$ cat src/rtl/pingpong_frame_scheduler.sv
// Round-robin scheduler that forwards whole frames from one of two AXI-Stream
// sources to a single output, one frame per grant, with a one-cycle DONE gap.
module pingpong_frame_scheduler #(
    parameter int unsigned DW = 128,
    parameter int unsigned CW = 32
) (
    input  logic          clk,
    input  logic          resetn,
    input  logic          enable,
    input  logic [CW-1:0] BEATS_PER_FRAME,
    input  logic [DW-1:0] s0_tdata,
    input  logic          s0_tvalid,
    output logic          s0_tready,
    input  logic [DW-1:0] s1_tdata,
    input  logic          s1_tvalid,
    output logic          s1_tready,
    output logic [DW-1:0] m_tdata,
    output logic          m_tvalid,
    input  logic          m_tready,
    output logic          m_tlast,
    output logic          m_tuser,
    output logic [CW-1:0] frame_count,
    output logic          busy
);

    typedef enum logic [1:0] {
        IDLE = 2'd0,
        XFER = 2'd1,
        DONE = 2'd2
    } state_t;

    state_t        state;
    state_t        state_next;
    logic          rr;
    logic          rr_next;
    logic          gid_next;
    logic          pick;
    logic [CW-1:0] beat_cnt;
    logic [CW-1:0] beat_cnt_next;
    logic [CW-1:0] beat_len;
    logic [CW-1:0] beat_len_next;
    logic [CW-1:0] frame_count_next;

    // State and frame bookkeeping registers; m_tuser doubles as the grant.
    always_ff @(posedge clk or negedge resetn) begin
        if (!resetn) begin
            state       <= IDLE;
            rr          <= 1'b0;
            m_tuser     <= 1'b0;
            beat_cnt    <= '0;
            beat_len    <= '0;
            frame_count <= '0;
        end else begin
            state       <= state_next;
            rr          <= rr_next;
            m_tuser     <= gid_next;
            beat_cnt    <= beat_cnt_next;
            beat_len    <= beat_len_next;
            frame_count <= frame_count_next;
        end
    end

    // Next-state logic and the zero-latency data path of the granted source.
    always_comb begin
        state_next       = state;
        rr_next          = rr;
        gid_next         = m_tuser;
        beat_cnt_next    = beat_cnt;
        beat_len_next    = beat_len;
        frame_count_next = frame_count;
        m_tdata          = '0;
        m_tvalid         = 1'b0;
        m_tlast          = 1'b0;
        s0_tready        = 1'b0;
        s1_tready        = 1'b0;
        busy             = (state != IDLE);
        // Preferred source if it has data, otherwise the other one.
        pick             = rr ? s1_tvalid : ~s0_tvalid;

        case (state)
            IDLE: begin
                if (enable && (s0_tvalid || s1_tvalid)) begin
                    gid_next      = pick;
                    rr_next       = ~pick;
                    beat_len_next = (BEATS_PER_FRAME == '0) ? CW'(1) : BEATS_PER_FRAME;
                    beat_cnt_next = '0;
                    state_next    = XFER;
                end
            end
            XFER: begin
                m_tdata   = m_tuser ? s1_tdata : s0_tdata;
                m_tvalid  = m_tuser ? s1_tvalid : s0_tvalid;
                s0_tready = ~m_tuser & m_tready;
                s1_tready = m_tuser & m_tready;
                m_tlast   = (beat_cnt == beat_len - CW'(1));
                if (m_tvalid && m_tready) begin
                    if (m_tlast) begin
                        state_next = DONE;
                    end else begin
                        beat_cnt_next = beat_cnt + CW'(1);
                    end
                end
            end
            DONE: begin
                frame_count_next = frame_count + CW'(1);
                state_next       = IDLE;
            end
            default: begin
                state_next = IDLE;
            end
        endcase
    end

endmodule

$ cat config.mk
export PLATFORM = sky130hd
export DESIGN_NAME = pingpong_frame_scheduler
export DESIGN_NICKNAME = d
export VERILOG_FILES = /design/src/rtl/pingpong_frame_scheduler.sv
export SDC_FILE = /design/constraint.sdc
export NUM_CORES = 1
export LEC_CHECK = 0
export CAP_MARGIN = 15
export CORE_AREA = 2 2 177 179
export DETAILED_ROUTE_END_ITERATION = 10
export DIE_AREA = 0 0 179 181
export HOLD_SLACK_MARGIN = 0.06
export PLACE_DENSITY_LB_ADDON = 0.15
export SLEW_MARGIN = 20
export SYNTH_ARGS = -nofsm -noshare
export SYNTH_HDL_FRONTEND = slang
export SYNTH_SLANG_ARGS = --single-unit
export TNS_END_PERCENT = 10
$ cat constraint.sdc
create_clock -name clk -period 4.4 [get_ports clk]
set_input_delay 1.1 -clock clk [delete_from_list [all_inputs] [get_ports clk]]
set_output_delay 1.1 -clock clk [all_outputs]
set_load 0.01 [all_outputs]
==> out/results.ini <==
[synthesis]
ys_warn_count=0
ys_seq_area_share_pct=32.24
avgSynthCellArea_um2=7.978
synth_nets=1270
synth-edff-count=0
ys_ff_latch=100
synth.distinct_cells=54
synth_ff_type=dfrtp_1
syn_inst=973
netlist_area_um2=7762
async_flop_share_pct=100.0

[route]
drt_iter0_markers=465
drc=0
dr_total_vias=8850
totalWireLength_um=40230
ant_nets=0
drtPass1Iterations=5
wl_per_cell_um=22.07
routed_via_density=4.855

[layout]
final_common_cell=clkdlybuf4s50_1
final_net_count=1717
drive_gt1_share_pct=5.053
area_growth_pct=70.63
mostFrequentLayoutCells=clkdlybuf4s50_1, nor2_1, nand2_1
nFillCells=3078

[sta]
period_share_pct=96.36
hold_violations=0
setup_slack_ns=0.1602
relSlewSlack_pct=48.12
fmax_mhz=235.9
tns_ns=0
tightest_slew_ns=0.7782
slew_violations=0
rsz0062_at_grt=false
setup_viol=0
period_needed_ns=4.240
skew_ns=0.01688

[pwr]
irDropWorstVdd_uv=214.6
leakage_nw=5.436
power_density_nw_per_um2=445.7

[floorplan]
initial_core_util_pct=25.58
die_w_um=179
die_h_um=181
rows=64
core_area_um2=30350
dieArea_um2=32400
io_pins=460

[placed_design]
gp_congestion=0.9021
io_buffers=459
pre_cts_slack_ns=0.2048
dp_hpwl_um=33330

[global_routing]
grt_pass1_vias=8902
grt_pass1_wl_um=58570
antenna_found_initial=2
grt_max_degree=61
grt_use_total_pct=24.68
gr-total-overflow=0

[worst_setup_path]
cpPeakStageDelay_ns=0.58
r2r_setup_slack_ns=0.70
endpoint=m_tlast
worst_r2r_startpoint=beat_len[5]$_DFFE_PN0P_
worstRegToRegCells=10
path_max_fanout=8
required_ns=3.30
critPathLaunchType=flop
path_class=flop to primary output
cp_cell_sequence=or4_4, buf_4, nor4_4, nand4b_1, a22oi_1, and4_1, nand4_1, buf_4, nor2_1, buf_4
crit_slowest_cell=or4_4
r2r_end=beat_cnt[6]$_DFFE_PN0P_
worstSetupEndpointType=primary output
cp.arrival_ns=3.14
path_common_cell=buf_4
critPathLaunch=beat_len[5]$_DFFE_PN0P_

[cts]
clk_pin_slew_ns=0.08
htree_num_levels=3
cts-root-buf=clkbuf_16
clock_latency_ns=0.36
cts_buffers=9
clock_path_buffers=2
cts_tree=done
cts.sinks=100
cts_hold_buf=0

[run_status]
status=complete, no violations

[min_path]
min_path_type=flop to flop

[run]
drv_cap=0

per-stage QoR:
stage          cell area (um^2)  instances  total power [W]  hold slack [ns]  utilization [%]
5_1_grt                   13240       1822         0.006337           0.4950            43.63
4_1_cts                   13220       1821         0.005918           0.4818            43.54
2_1_floorplan              7762        973         0.003251           0.4652                -
6_report                  13250       1823         0.005904           0.4783            43.64
3_5_place_dp              12910       1803         0.005077           0.4696            42.54
3_3_place_gp              12910       1803         0.005103           0.4618            42.54
synth_stat cells, drive strengths merged (3+ instances only):
master	number	area share (%)
nand4	23	1.9
nand3	30	1.9
o31ai	4	0.39
or2	4	0.32
clkbuf	48	2.3
mux2i	134	17
a21oi	38	2.5
nor3b	3	0.29
a31oi	5	0.40
and3b	4	0.45
xnor2	48	5.4
and3	11	0.89
o21ai	29	1.9
nor2	175	8.5
and4	6	0.68
or4	12	1.2
a21o	3	0.29
nand3b	4	0.39
xor2	24	2.7
nor3	7	0.45
buf	8	0.58
nor4	31	3.0
or3	25	2.0
dfrtp	100	32
nand4b	3	0.34
inv	10	0.48
and2	3	0.24
o211ai	5	0.48
ha	3	0.48
nand2	145	7.0
nand2b	6	0.48
timing repair:
item                       in CTS  in global routing
gates resized for setup         1                  5
pin swaps                       2                  1
buffers inserted                2                  0
setup endpoints to repair       1                  1
worst min path at each step:
| stage | endpoint | start | depth (start not counted) | slack, ns |
|---|---|---|---|---|
| detailed placement | frame_count[31]$_DFFE_PN0N_ | frame_count[31]$_DFFE_PN0N_ | 1 | 0.47 |
| finish | frame_count[31]$_DFFE_PN0N_ | frame_count[31]$_DFFE_PN0N_ | 1 | 0.48 |
| floorplan | beat_len[31]$_DFFE_PN0P_ | beat_len[31]$_DFFE_PN0P_ | 2 | 0.47 |
| global route | frame_count[31]$_DFFE_PN0N_ | frame_count[31]$_DFFE_PN0N_ | 1 | 0.50 |
| global placement | frame_count[31]$_DFFE_PN0N_ | frame_count[31]$_DFFE_PN0N_ | 1 | 0.46 |
| CTS | frame_count[31]$_DFFE_PN0N_ | frame_count[31]$_DFFE_PN0N_ | 1 | 0.48 |
worst max-delay path: cells and delay by family (launching register included):
family	cells	cell delay, ns
buffers and inverters	3	0.53
flip-flops	1	0.47
AND/OR/NAND/NOR	6	1.53
AO/OA/AOI/OAI	1	0.24
flip-flops by register name (all words and copies together) (netlist names):
name	flops
beat_cnt	32
beat_len	32
frame_count	32
state	2
m_tuser	1
rr	1
area by class of cell:
class | instances | area, um^2 | area share [%]
Clock buffer | 10 | 229.0 | 1.729
Tap cell | 396 | 495.5 | 3.741
Multi-Input combinational cell | 807 | 5044 | 38.08
Clock inverter | 6 | 53.80 | 0.4062
Inverter | 10 | 37.54 | 0.2834
Sequential cell | 100 | 2506 | 18.92
Timing Repair Buffer | 492 | 4875 | 36.80
Antenna cell | 2 | 5.005 | 0.03779
power by group:
part / total [W] / switching [W] / internal, W / leakage [nW]
Combinational: 0.00370 / 0.00186 / 0.00185 / 3.97
Clock: 0.000781 / 0.000387 / 0.000395 / 0.136
Sequential: 0.00142 / 0.000324 / 0.00110 / 1.34
per-layer routing:
layer	vias to the layer above	track usage, %	wire length [um]
met5	-	0	0
met3	13	7.828	3837
met2	318	36.98	17660
met1	4215	35.38	18440
li1	4304	-	-
met4	0	3.154	282
logic make-up (layout without fill, tap and decap cells):
family	count (synthesis)	in the layout	synth area share (%)
other	0	2	0
muxes	136	136	17.57
DFF	100	100	32.24
xor gates and xnor gates	72	72	8.124
adders and majority gates	3	3	0.4836
and+or+nand+nor	498	498	30.75
AOI/OAI and AO/OA	98	98	7.447
buffers and inverters	66	518	3.385
Power figures use the tool's default switching activity.
